--- src/rtl/vga_frame_scanner.sv ---
// vga_frame_scanner: VGA raster timing, framebuffer read addressing with
// integer pixel scaling, read-latency compensation and gray/RGB332 output.
//
// Ports:
//   clk          pixel clock
//   reset        synchronous, active-high reset
//   mode         pixel format, 0 = 8-bit gray, 1 = RGB332 (latched per frame)
//   border_rgb   {r,g,b} colour for active pixels outside the image
//   fb_ren       framebuffer read enable (image region, combinational)
//   fb_addr      framebuffer read address
//   fb_rdata     framebuffer data, valid MEM_LAT clocks after fb_ren
//   h_sync       horizontal sync, active level H_POL
//   v_sync       vertical sync, active level V_POL
//   sync_b       composite sync, tied low
//   blank_b      1 = active video
//   red/green/blue  pixel colour
//   x, y         coordinates of the pixel on red/green/blue
//   frame_start  one-clock pulse with pixel (0,0)

module vga_frame_scanner #(
    parameter int H_ACTIVE = 640,
    parameter int H_FP     = 16,
    parameter int H_SYNC   = 96,
    parameter int H_BP     = 48,
    parameter int V_ACTIVE = 480,
    parameter int V_FP     = 10,
    parameter int V_SYNC   = 2,
    parameter int V_BP     = 33,
    parameter bit H_POL    = 1'b0,
    parameter bit V_POL    = 1'b0,
    parameter int IMG_W    = 320,
    parameter int IMG_H    = 240,
    parameter int SCALE    = 2,
    parameter int MEM_LAT  = 1,
    parameter int AW       = 17,
    parameter int CW       = 10
) (
    input  logic          clk,
    input  logic          reset,
    input  logic          mode,
    input  logic [23:0]   border_rgb,
    output logic          fb_ren,
    output logic [AW-1:0] fb_addr,
    input  logic [7:0]    fb_rdata,
    output logic          h_sync,
    output logic          v_sync,
    output logic          sync_b,
    output logic          blank_b,
    output logic [7:0]    red,
    output logic [7:0]    green,
    output logic [7:0]    blue,
    output logic [CW-1:0] x,
    output logic [CW-1:0] y,
    output logic          frame_start
);

    localparam int H_TOT = H_ACTIVE + H_FP + H_SYNC + H_BP;
    localparam int V_TOT = V_ACTIVE + V_FP + V_SYNC + V_BP;
    localparam int HW    = $clog2(H_TOT + 1);
    localparam int VW    = $clog2(V_TOT + 1);
    localparam int SW    = $clog2(SCALE + 1);

    // Image extent clipped to the visible area.
    localparam int IMG_XE = (IMG_W * SCALE < H_ACTIVE) ? IMG_W * SCALE : H_ACTIVE;
    localparam int IMG_YE = (IMG_H * SCALE < V_ACTIVE) ? IMG_H * SCALE : V_ACTIVE;

    localparam logic [HW-1:0] H_LAST   = HW'(H_TOT - 1);
    localparam logic [HW-1:0] H_ACT_E  = HW'(H_ACTIVE);
    localparam logic [HW-1:0] H_IMG_E  = HW'(IMG_XE);
    localparam logic [HW-1:0] H_SYNC_S = HW'(H_ACTIVE + H_FP);
    localparam logic [HW-1:0] H_SYNC_E = HW'(H_ACTIVE + H_FP + H_SYNC);

    localparam logic [VW-1:0] V_LAST   = VW'(V_TOT - 1);
    localparam logic [VW-1:0] V_ACT_E  = VW'(V_ACTIVE);
    localparam logic [VW-1:0] V_IMG_E  = VW'(IMG_YE);
    localparam logic [VW-1:0] V_SYNC_S = VW'(V_ACTIVE + V_FP);
    localparam logic [VW-1:0] V_SYNC_E = VW'(V_ACTIVE + V_FP + V_SYNC);

    localparam logic [SW-1:0] S_LAST   = SW'(SCALE - 1);
    localparam logic [AW-1:0] ROW_STEP = AW'(IMG_W);

    localparam int T = MEM_LAT - 1;

    // Raster and address-generation state
    logic [HW-1:0] hc;
    logic [VW-1:0] vc;
    logic [SW-1:0] hsc;
    logic [SW-1:0] vsc;
    logic [AW-1:0] col;
    logic [AW-1:0] row_base;
    logic [AW-1:0] addr_hold;
    logic          mode_q;

    logic h_end;
    logic v_end;
    logic active_now;
    logic img_now;
    logic hsync_now;
    logic vsync_now;
    logic fs_now;
    logic mode_now;

    assign h_end      = (hc == H_LAST);
    assign v_end      = (vc == V_LAST);
    assign active_now = (hc < H_ACT_E) && (vc < V_ACT_E);
    assign img_now    = (hc < H_IMG_E) && (vc < V_IMG_E);
    assign hsync_now  = (hc >= H_SYNC_S && hc < H_SYNC_E) ? H_POL : ~H_POL;
    assign vsync_now  = (vc >= V_SYNC_S && vc < V_SYNC_E) ? V_POL : ~V_POL;
    assign fs_now     = (hc == '0) && (vc == '0);

    // Pixel (0,0) already uses the freshly sampled mode, so the whole
    // frame carries one format through the pipeline.
    assign mode_now   = fs_now ? mode : mode_q;

    assign fb_ren  = img_now & ~reset;
    assign fb_addr = fb_ren ? (row_base + col) : addr_hold;
    assign sync_b  = 1'b0;

    // Counters: hsc/vsc count output pixels per source pixel, col and
    // row_base step the source address without any multiply or divide.
    always_ff @(posedge clk) begin
        if (reset) begin
            hc        <= '0;
            vc        <= '0;
            hsc       <= '0;
            vsc       <= '0;
            col       <= '0;
            row_base  <= '0;
            addr_hold <= '0;
            mode_q    <= 1'b0;
        end else begin
            addr_hold <= fb_addr;
            if (fs_now) begin
                mode_q <= mode;
            end
            if (h_end) begin
                hc  <= '0;
                hsc <= '0;
                col <= '0;
                if (v_end) begin
                    vc       <= '0;
                    vsc      <= '0;
                    row_base <= '0;
                end else begin
                    vc <= vc + 1'b1;
                    if (vsc == S_LAST) begin
                        vsc      <= '0;
                        row_base <= row_base + ROW_STEP;
                    end else begin
                        vsc <= vsc + 1'b1;
                    end
                end
            end else begin
                hc <= hc + 1'b1;
                if (hsc == S_LAST) begin
                    hsc <= '0;
                    col <= col + 1'b1;
                end else begin
                    hsc <= hsc + 1'b1;
                end
            end
        end
    end

    // Control delay line covering the framebuffer read latency
    logic [MEM_LAT-1:0] hs_p;
    logic [MEM_LAT-1:0] vs_p;
    logic [MEM_LAT-1:0] act_p;
    logic [MEM_LAT-1:0] img_p;
    logic [MEM_LAT-1:0] fs_p;
    logic [MEM_LAT-1:0] mode_p;
    logic [CW-1:0]      x_p [MEM_LAT];
    logic [CW-1:0]      y_p [MEM_LAT];

    always_ff @(posedge clk) begin
        if (reset) begin
            hs_p   <= {MEM_LAT{~H_POL}};
            vs_p   <= {MEM_LAT{~V_POL}};
            act_p  <= '0;
            img_p  <= '0;
            fs_p   <= '0;
            mode_p <= '0;
            for (int i = 0; i < MEM_LAT; i++) begin
                x_p[i] <= '0;
                y_p[i] <= '0;
            end
        end else begin
            hs_p[0]   <= hsync_now;
            vs_p[0]   <= vsync_now;
            act_p[0]  <= active_now;
            img_p[0]  <= img_now;
            fs_p[0]   <= fs_now;
            mode_p[0] <= mode_now;
            x_p[0]    <= CW'(hc);
            y_p[0]    <= CW'(vc);
            for (int i = 1; i < MEM_LAT; i++) begin
                hs_p[i]   <= hs_p[i-1];
                vs_p[i]   <= vs_p[i-1];
                act_p[i]  <= act_p[i-1];
                img_p[i]  <= img_p[i-1];
                fs_p[i]   <= fs_p[i-1];
                mode_p[i] <= mode_p[i-1];
                x_p[i]    <= x_p[i-1];
                y_p[i]    <= y_p[i-1];
            end
        end
    end

    // Colour select at the output stage
    logic [23:0] rgb_next;

    always_comb begin
        rgb_next = '0;
        if (act_p[T]) begin
            if (img_p[T]) begin
                if (mode_p[T]) begin
                    rgb_next = {fb_rdata[7:5], fb_rdata[7:5], fb_rdata[7:6],
                                fb_rdata[4:2], fb_rdata[4:2], fb_rdata[4:3],
                                {4{fb_rdata[1:0]}}};
                end else begin
                    rgb_next = {fb_rdata, fb_rdata, fb_rdata};
                end
            end else begin
                rgb_next = border_rgb;
            end
        end
    end

    always_ff @(posedge clk) begin
        if (reset) begin
            h_sync      <= ~H_POL;
            v_sync      <= ~V_POL;
            blank_b     <= 1'b0;
            red         <= '0;
            green       <= '0;
            blue        <= '0;
            x           <= '0;
            y           <= '0;
            frame_start <= 1'b0;
        end else begin
            h_sync      <= hs_p[T];
            v_sync      <= vs_p[T];
            blank_b     <= act_p[T];
            red         <= rgb_next[23:16];
            green       <= rgb_next[15:8];
            blue        <= rgb_next[7:0];
            x           <= x_p[T];
            y           <= y_p[T];
            frame_start <= fs_p[T];
        end
    end

endmodule

--- config.mk ---
export PLATFORM = sky130hd
export DESIGN_NAME = vga_frame_scanner
export DESIGN_NICKNAME = d
export VERILOG_FILES = /design/src/rtl/vga_frame_scanner.sv
export SDC_FILE = /design/constraint.sdc
export NUM_CORES = 1
export LEC_CHECK = 0
export CAP_MARGIN = 20
export CORE_MARGIN = 5
export CORE_UTILIZATION = 30
export CTS_CLUSTER_DIAMETER = 60
export DETAILED_ROUTE_END_ITERATION = 8
export GPL_TIMING_DRIVEN = 0
export PLACE_DENSITY = 0.52
export SYNTH_ARGS = -nofsm -noshare
export SYNTH_HDL_FRONTEND = slang
export SYNTH_SLANG_ARGS = --single-unit
--- constraint.sdc ---
create_clock -name clk -period 1.99 [get_ports clk]
set_clock_uncertainty 0.1 [all_clocks]
set_input_delay 0.199 -clock clk [delete_from_list [all_inputs] [get_ports clk]]
set_output_delay 0.199 -clock clk [all_outputs]
set_load 0.01 [all_outputs]
==> results of run 1 <==
-- worst max path at each step --
stage | slack, ns | from | depth (start not counted) | to
4_1_cts | -0.49 | row_base[7] | 8 | fb_addr[14]
5_1_grt | -0.60 | row_base[7] | 7 | fb_addr[16]
3_5_place_dp | -1.01 | reset | 9 | fb_addr[15]
3_3_place_gp | -1.02 | reset | 9 | fb_addr[15]
2_1_floorplan | -0.01 | col[7] | 6 | fb_addr[13]
6_report | -0.50 | row_base[7] | 8 | fb_addr[14]
-- logic make-up (layout without fill, tap and decap cells) --
logic type | Yosys count | after routing
AO/OA/AOI/OAI | 59 | 59
XOR/XNOR | 49 | 49
adder cells (fa/ha/maj) | 17 | 17
buffers and inverters | 44 | 212
flip-flops | 142 | 142
multiplexers | 8 | 8
other | 1 | 1
AND/OR/NAND/NOR | 274 | 274
-- timing repair --
| action | 4_1_cts | 5_1_grt |
|---|---|---|
| pin swaps | 43 | 31 |
| endpoints found under the hold margin | 0 | 0 |
| resized for setup | 204 | 64 |
| gates cloned | 1 | 1 |
| buffers inserted | 48 | 19 |
| setup endpoints to repair | 81 | 63 |
-- power by group through the flow --
stage | Sequential, mW | Clock, mW | Combinational, mW
floorplan | 3.00 | 0 | 0.161
global placement | 2.99 | 0 | 0.325
detailed placement | 3.00 | 0 | 0.329
CTS | 2.92 | 3.38 | 0.378
global route | 2.93 | 3.52 | 0.450
finish | 2.92 | 3.31 | 0.412
-- registers in the layout, summed over array words and instances (netlist names) --
register and cells:
vc 10, col 17, green 8, hsc 2
vs_p 1, mode_p 1, row_base 11, addr_hold 17
blank_b 1, y_p 10, vsc 2, blue 8
x_p 10, x 10, frame_start 1, v_sync 1
h_sync 1, img_p 1, y 10, hs_p 1
red 8, hc 10, fs_p 1
-- worst max-delay path: stages (launching register included) --
cell	delay, ns
dfxtp_4	0.36
ha_4	0.26
a21oi_4	0.17
o2111ai_4	0.16
a21oi_4	0.20
buf_4	0.15
mux2i_2	0.22
nand2_1	0.09
buf_2	0.15
-- metrics by stage --
step	worst slack, ns	instance area (um2)	hold slack [ns]
after floorplan	-0.01047	5544	0.2189
after global placement	-1.021	6591	0.2958
after detailed placement	-1.013	6591	0.2899
after CTS	-0.4930	8044	0.2835
after global routing	-0.6003	8421	0.3238
final	-0.5024	8421	0.3049
-- per-layer routing --
layer,up-vias,wire [um]
met4,0,367
li1,2283,-
met1,2154,6549
met5,-,0
met3,29,719
met2,118,6961
-- area by class of cell --
class,count,area share
buffer,24,0.02169
clock buffer,18,0.05097
clock inverter,14,0.02273
inverter,16,0.007429
multi-input combinational,408,0.3608
sequential,142,0.3449
tap,229,0.03403
timing repair buffer,140,0.1575
-- cell usage after synthesis, drive strengths merged, types with 2 or more instances --
cell / n / share of area
a211oi: 3 / 0.0041
nand4: 15 / 0.017
inv: 16 / 0.011
mux2: 3 / 0.0061
xor2: 25 / 0.040
nor2: 65 / 0.045
nor3: 16 / 0.016
ha: 17 / 0.038
o21bai: 2 / 0.0027
xnor2: 24 / 0.038
or2: 3 / 0.0034
buf: 4 / 0.0038
and4: 5 / 0.0079
nand3b: 3 / 0.0041
mux2i: 5 / 0.0091
and3: 9 / 0.010
nand2: 62 / 0.042
dfxtp: 142 / 0.51
nand4b: 2 / 0.0032
nand3: 15 / 0.014
o21ai: 20 / 0.018
a21oi: 26 / 0.024
nor4b: 2 / 0.0032
clkbuf: 24 / 0.016
and2: 7 / 0.0079
nor2b: 49 / 0.055
nand2b: 11 / 0.012
nor4: 7 / 0.012
==> results.json, run 1 <==
{
  "status": "finished, violations left",
  "violations": "setup timing",
  "synth_enable_flop_cells": 0,
  "dp.cells": 899,
  "dominantRegCellSynth": "dfxtp_1",
  "fillers": 1651,
  "initial_utilization": 0.3065,
  "slew_headroom": 0.5060,
  "grt_busiest_layer": "met2",
  "totalWireLength_mm": 14.60,
  "place_congestion": 0.8402,
  "synth_compound_area_frac": 0.06341,
  "start_kind": "flip-flop",
  "synth_area_um2": 5525,
  "synth.area.mux_share": 0.01517,
  "vias": 4584,
  "antenna_found_initial": 0,
  "vdd_drop_max_uv": 591.1,
  "track_usage": 0.1360,
  "nets": 801,
  "grt.met2_usage": 0.2243,
  "grt_use_met3": 0.03955,
  "critPathArrivalTime_ns": 2.19,
  "vias_per_cell": 4.626,
  "cts_buffer_depth": 2,
  "p_leak_nw": 3.431,
  "ant_nets": 0,
  "cts.clk_slew.worst_paths_ns": 0.06,
  "fmax_mhz": 401.2,
  "hp-class": "flip-flop to flip-flop",
  "routedWlPerCell_um": 14.73,
  "fp.dieArea_um2": 21230,
  "avgSynthCellArea_um2": 9.302,
  "finalHoldViolations": 0,
  "cp.required_ns": 1.69,
  "fin_total_pwr_mw": 6.639,
  "root_buffer": "clkbuf_16",
  "die_y_um": 145.7,
  "switchingPower_mw": 1.450,
  "mostFrequentLayoutCells": "117 x dfxtp_1, 62 x nor2_1, 58 x clkdlybuf4s50_1, 48 x nand2_1, 48 x nor2b_1",
  "async_flop_share": 0,
  "stdcell_count": 991,
  "met1_usage": 0.1649,
  "multi_input_area_um2": 3038,
  "synth-adder-area-share": 0.03850,
  "finish.utilization": 0.4672,
  "grt_pass1_wl_mm": 23.54,
  "cts_buffers": 17,
  "synth-xor-area-share": 0.07767,
  "rrSetupSlack_ns": -0.26,
  "core_um2": 18020,
  "worstPathMaxFanout": 4,
  "cts_hold_buf": 0,
  "dr.pass1.iters": 4,
  "crit_type": "flip-flop to primary output",
  "yosysSeqAreaShare": 0.5145,
  "synthToLayoutAreaGrowth_pct": 52.40,
  "min_path_cells": 1,
  "drc": 0,
  "synth_simple_gate_area_frac": 0.2591,
  "grt_pass1_vias": 4640,
  "min_from": "hs_p",
  "insertedDiodeCount": 0,
  "finalMaxSlewViolations": 0,
  "synth-seq-cells": 142,
  "ff_latch_area_um2": 2904,
  "drt_iter0_markers": 225,
  "clk_latency_ns": 0.42,
  "period_needed_ns": 2.492,
  "tightest_slew_ns": 0.7410,
  "portBuffers": 76,
  "post-route-period-util": 1.252,
  "cp-end-kind": "primary output",
  "yosys_warnings": 0,
  "synthCells": 594,
  "p_sw_frac": 0.2184,
  "grt_setup_unrepaired": "true",
  "rr_endpoint": "row_base[15]",
  "setup_ws_ns": -0.5024,
  "r2r-start": "vc[6]",
  "reg2reg_depth": 8,
  "syn-num-nets": 646,
  "fp.dieW_um": 145.7,
  "whs_endpoint": "h_sync",
  "drive_above_1_share": 0.2966,
  "clkPwrFrac": 0.498,
  "setup_viol": 29,
  "io_pins": 102,
  "synth.distinct_cells": 48,
  "maxCapViolCount": 0,
  "hpwl_mm": 9.473,
  "pwr-share-comb": 0.062,
  "grt_max_degree": 17,
  "intPower_mw": 5.189,
  "core.rowCount": 49,
  "cts_htree_levels": 4,
  "final_common_cell": "dfxtp_1",
  "cts_tree": "built",
  "p_seq_frac": 0.440,
  "grt_overflow": 0,
  "totalNegativeSetupSlack_ns": -7.525,
  "power.density_nw_per_um2": 788.4,
  "clock_sinks": 142,
  "synth_top_family_by_area": "simple AND/OR/NAND/NOR gates"
}
No activity file was read; power rests on OpenSTA's default activity.
==> inputs of run 2 (changes only) <==
--- a/config.mk
+++ b/config.mk
@@ -12,6 +12,8 @@
 export DETAILED_ROUTE_END_ITERATION = 8
 export GPL_TIMING_DRIVEN = 0
 export PLACE_DENSITY = 0.52
+export RECOVER_POWER = 25
+export SETUP_SLACK_MARGIN = 0.3
 export SYNTH_ARGS = -nofsm -noshare
 export SYNTH_HDL_FRONTEND = slang
 export SYNTH_SLANG_ARGS = --single-unit
==> run 2 against run 1 <==
The flow still finishes with violations (setup timing). Final cell count increased by 0.81%. Worst hold slack got worse by 0.0039 ns. Via count increased by 0.31%.
==> results.json, run 2 (synthesized netlist as in run 1, its figures left out) <==
{
  "vias": 4598,
  "cp.required_ns": 1.69,
  "ff_latch_area_um2": 2909,
  "hpwl_mm": 9.502,
  "min_from": "mode",
  "grt_overflow": 0,
  "critPathArrivalTime_ns": 2.19,
  "maxCapViolCount": 0,
  "start_kind": "flip-flop",
  "totalWireLength_mm": 14.64,
  "fmax_mhz": 402.4,
  "core.rowCount": 49,
  "hp-class": "input pin to flip-flop",
  "grt_pass1_vias": 4691,
  "clock_sinks": 142,
  "worstPathMaxFanout": 3,
  "root_buffer": "clkbuf_16",
  "fillers": 1647,
  "timing.hold.ws_ns": 0.3011,
  "cp-end-kind": "primary output",
  "mostFrequentLayoutCells": "109 x dfxtp_1, 57 x clkdlybuf4s50_1, 49 x nor2b_1, 43 x nand2_1, 40 x nor2_1",
  "dpl_cell_area_um2": 6837,
  "tightest_slew_ns": 0.6412,
  "violations": "setup timing",
  "cts_htree_levels": 4,
  "initial_utilization": 0.3065,
  "cts_tree": "built",
  "crit_type": "flip-flop to primary output",
  "clk_latency_ns": 0.42,
  "post-route-period-util": 1.249,
  "rrSetupSlack_ns": -0.27,
  "fin_total_pwr_mw": 6.400,
  "vias_per_cell": 4.603,
  "drive_above_1_share": 0.3727,
  "cts_buffer_depth": 2,
  "final_area_um2": 8743,
  "finalMaxSlewViolations": 0,
  "period_needed_ns": 2.485,
  "cts_buffers": 17,
  "reg2reg_depth": 11,
  "antenna_found_initial": 0,
  "r2r-start": "row_base[13]",
  "die_y_um": 145.7,
  "fp.dieArea_um2": 21230,
  "multi_input_area_um2": 3224,
  "insertedDiodeCount": 0,
  "core_um2": 18020,
  "synthToLayoutAreaGrowth_pct": 58.24,
  "routedWlPerCell_um": 14.65,
  "drc": 0,
  "min_path_cells": 3,
  "setup_ws_ns": -0.4949,
  "finalHoldViolations": 0,
  "dr.pass1.iters": 4,
  "fp.dieW_um": 145.7,
  "vdd_drop_max_uv": 595.4,
  "final_common_cell": "dfxtp_1",
  "power.density_nw_per_um2": 732.0,
  "cts.clk_slew.worst_paths_ns": 0.07,
  "nets": 809,
  "ant_nets": 0,
  "largestRegisters": "addr_hold: 17 flops, col: 17 flops, row_base: 11 flops",
  "status": "finished, violations left",
  "portBuffers": 76,
  "whs_endpoint": "mode_p",
  "track_usage": 0.1374,
  "grt_max_degree": 17,
  "rr_endpoint": "addr_hold[16]",
  "grt_setup_unrepaired": "true",
  "place_congestion": 0.8315,
  "drt_iter0_markers": 208,
  "slew_headroom": 0.5726,
  "p_leak_nw": 3.460,
  "io_pins": 102,
  "dp_slack_ns": -0.8331,
  "grt_pass1_wl_mm": 23.81,
  "setup_viol": 38
}
run 2: changes by cell type in the layout (fill, tap and decap cells not counted), moves of 8 or more:
cell / change
nand2_2: +11
dfxtp_1: -8
nor2_4: +12
dfxtp_2: +10
nor2_1: -22
nor2_2: +10
run 2: cell type report:
| class | instances | area share |
|---|---|---|
| Multi-Input combinational cell | 408 | 0.3688 |
| Sequential cell | 142 | 0.3327 |
| Timing Repair Buffer | 144 | 0.1639 |
| Clock buffer | 17 | 0.04865 |
| Tap cell | 229 | 0.03277 |
| Buffer | 28 | 0.03034 |
| Clock inverter | 15 | 0.01517 |
| Inverter | 16 | 0.007728 |
run 2: worst max path at each step:
stage | from | end | slack [ns] | cells after the start
6_report | row_base[7] | fb_addr[13] | -0.49 | 8
3_3_place_gp | reset | fb_addr[15] | -0.79 | 9
4_1_cts | col[7] | fb_addr[13] | -0.58 | 8
5_1_grt | col[13] | fb_addr[16] | -0.60 | 7
3_5_place_dp | reset | fb_addr[15] | -0.83 | 9
2_1_floorplan | vc[4] | row_base[15] | 0.08 | 5
run 2: where the power goes:
part	total, mW	switching, mW	internal [mW]
clock	2.97	1.33	1.64
combinational	0.497	0.243	0.253
sequential	2.93	0.0357	2.89
total	6.40	1.61	4.79
run 2: stage by stage:
step	instances	utilization	TNS, ns
after detailed placement	899	0.3793	-13.43
final	999	0.4851	-5.966
after CTS	979	0.4545	-5.354
after global placement	899	0.3793	-12.77
after floorplan	594	-	0
after global routing	999	0.4851	-8.596
run 2: layer usage:
| metal | global-route usage | up-vias | share of wire |
|---|---|---|---|
| met5 | 0 | - | 0 |
| met4 | 0.05737 | 0 | 0.027 |
| met3 | 0.03924 | 26 | 0.048 |
| met2 | 0.2298 | 107 | 0.48 |
| met1 | 0.1655 | 2151 | 0.44 |
| li1 | - | 2314 | - |
run 2: critical path: stages (launching register included):
cell,delay (ns)
dfxtp_4,0.36
ha_4,0.26
a21oi_4,0.17
o2111ai_4,0.17
a21oi_4,0.19
buf_6,0.14
mux2i_4,0.25
a21oi_2,0.08
buf_2,0.14
run 2: repair_timing:
action,in CTS,in global routing
cloned,3,2
buffers inserted,45,18
gates resized for setup,182,109
pin swaps,37,48
hold buffers,0,0
setup endpoints to repair,84,84
==> inputs of run 3 (changes only) <==
--- a/config.mk
+++ b/config.mk
@@ -11,7 +11,6 @@
 export CTS_CLUSTER_DIAMETER = 60
 export DETAILED_ROUTE_END_ITERATION = 8
 export GPL_TIMING_DRIVEN = 0
-export PLACE_DENSITY = 0.52
 export RECOVER_POWER = 25
 export SETUP_SLACK_MARGIN = 0.3
 export SYNTH_ARGS = -nofsm -noshare
==> constraint.sdc (replaced) <==
create_clock -name clk -period 2.85 [get_ports clk]
set_clock_uncertainty 0.1 [all_clocks]
set_input_delay 0.285 -clock clk [delete_from_list [all_inputs] [get_ports clk]]
set_output_delay 0.285 -clock clk [all_outputs]
set_load 0.01 [all_outputs]
==> run 3 against run 2 <==
The flow now finishes without violations. Critical path depth unchanged. Non-clock buffer count decreased by 53. Cell area decreased by 14%. Worst hold slack got worse by 0.0027 ns. Sequential share of layout area increased by 4.8 points. Die area unchanged. Routed wire length decreased by 12%. Sequential power decreased by 30%. Largest cell class is now flip-flops and latches. Largest power group unchanged.
==> results.json, run 3 (synthesized netlist as in run 1, its figures left out) <==
{
  "grt_pass1_vias": 4104,
  "grt_max_degree": 17,
  "grt_setup_unrepaired": "true",
  "cts_htree_levels": 4,
  "cts_buffer_depth": 2,
  "fmax_mhz": 375.2,
  "maxCapViolCount": 0,
  "worstPathMaxFanout": 4,
  "power.density_nw_per_um2": 598.1,
  "hpwl_mm": 9.000,
  "hp-class": "flip-flop to flip-flop",
  "cp-end-kind": "primary output",
  "drive_above_1_share": 0.1622,
  "start_kind": "flip-flop",
  "vias_per_cell": 4.500,
  "mostFrequentLayoutCells": "128 x dfxtp_1, 63 x nor2_1, 62 x nand2_1, 49 x nor2b_1, 42 x clkdlybuf4s50_1",
  "p_leak_nw": 2.952,
  "post-route-period-util": 0.9352,
  "largestRegisters": "addr_hold: 17 flops, col: 17 flops, row_base: 11 flops",
  "dp_slack_ns": -0.2464,
  "drc": 0,
  "ant_nets": 0,
  "initial_utilization": 0.3065,
  "setup_viol": 0,
  "place_congestion": 0.8281,
  "fp.dieW_um": 145.7,
  "cp.required_ns": 2.47,
  "core_um2": 18020,
  "antenna_found_initial": 0,
  "io_pins": 102,
  "crit_type": "flip-flop to primary output",
  "nets": 756,
  "fin_total_pwr_mw": 4.509,
  "grt.met2_usage": 0.1993,
  "routedWlPerCell_um": 13.60,
  "setup_ws_ns": 0.1848,
  "period_needed_ns": 2.665,
  "dr.pass1.iters": 5,
  "synthToLayoutAreaGrowth_pct": 36.44,
  "slew_headroom": 0.5785,
  "cts_buffers": 17,
  "core.rowCount": 49,
  "grt_pass1_wl_mm": 20.84,
  "status": "finished clean",
  "grt_overflow": 0,
  "clock_sinks": 142,
  "critPathArrivalTime_ns": 2.28,
  "cts.clk_slew.worst_paths_ns": 0.06,
  "grt_busiest_layer": "met2",
  "met1_usage": 0.1507,
  "final_common_cell": "dfxtp_1",
  "tightest_slew_ns": 0.6322,
  "fp.dieArea_um2": 21230,
  "finalMaxSlewViolations": 0,
  "vdd_drop_max_uv": 335.7,
  "portBuffers": 76,
  "finalHoldViolations": 0,
  "grt_use_met3": 0.03550,
  "root_buffer": "clkbuf_16",
  "track_usage": 0.1210,
  "cts_tree": "built",
  "drt_iter0_markers": 200,
  "die_y_um": 145.7,
  "totalWireLength_mm": 12.84,
  "vias": 4248,
  "clk_latency_ns": 0.41,
  "insertedDiodeCount": 0
}
run 3: changes by cell type in the layout (fill, tap and decap cells not counted), moves of 16 or more:
| cell | change |
|---|---|
| buf_4 | -22 |
| dfxtp_1 | +19 |
| nor2_1 | +23 |
| nand2_1 | +19 |
| dlygate4sd3_1 | +16 |
| buf_6 | -32 |
| nand2_2 | -17 |
run 3: final timing paths:
| check | from | end | slack, ns | cells after the start |
|---|---|---|---|---|
| max | row_base[7] | fb_addr[16] | 0.18 | 8 |
| min | vs_p | v_sync | 0.30 | 1 |
| max reg2reg | hc[0] | row_base[11] | 0.54 | 7 |
| min reg2reg | vs_p | v_sync | 0.30 | 1 |
run 3: metal layers:
layer / share of wire / up-vias
li1: - / 2188
met1: 0.47 / 1964
met2: 0.48 / 83
met3: 0.037 / 13
met4: 0.012 / 0
met5: 0 / -
run 3: cell type report:
type / count / area, um2
Inverter: 16 / 62.56
Clock inverter: 12 / 161.4
Fill cell: 1780 / 10490
Multi-Input combinational cell: 408 / 2746
Clock buffer: 18 / 439.2
Buffer: 28 / 138.9
Sequential cell: 142 / 2870
Tap cell: 229 / 286.5
Timing Repair Buffer: 91 / 833.3
run 3: timing repair:
action | 4_1_cts | 5_1_grt
gates cloned | 0 | 0
setup endpoints to repair | 18 | 29
hold buffers | 0 | 0
gates resized for setup | 81 | 32
hold endpoints to repair | 0 | 0
buffers inserted | 8 | 7
pin swaps | 11 | 12
run 3: worst max-delay path, stage by stage (launching register included):
cell	delay (ns)
dfxtp_4	0.37
ha_4	0.27
buf_4	0.14
a211oi_4	0.25
o21ai_2	0.11
a221oi_2	0.32
xnor2_2	0.18
o21ai_1	0.08
buf_2	0.15
run 3: where the power goes:
group          internal, mW  switching [mW]  leakage, nW
clock                  1.40           0.844        0.285
combinational        0.0991           0.125         1.51
sequential             2.02          0.0202         1.16
run 3: metrics by stage:
| stage | cell area (um2) | TNS, ns | std cells | util | hold slack [ns] |
|---|---|---|---|---|---|
| after detailed placement | 6573 | -1.764 | 899 | 0.3646 | 0.2893 |
| final | 7538 | 0 | 944 | 0.4182 | 0.2984 |
| after CTS | 7428 | 0 | 937 | 0.4121 | 0.3005 |
| after global placement | 6573 | -1.643 | 899 | 0.3646 | 0.2938 |
| after global routing | 7538 | 0 | 944 | 0.4182 | 0.3233 |
| after floorplan | 5525 | 0 | 594 | - | 0.2832 |
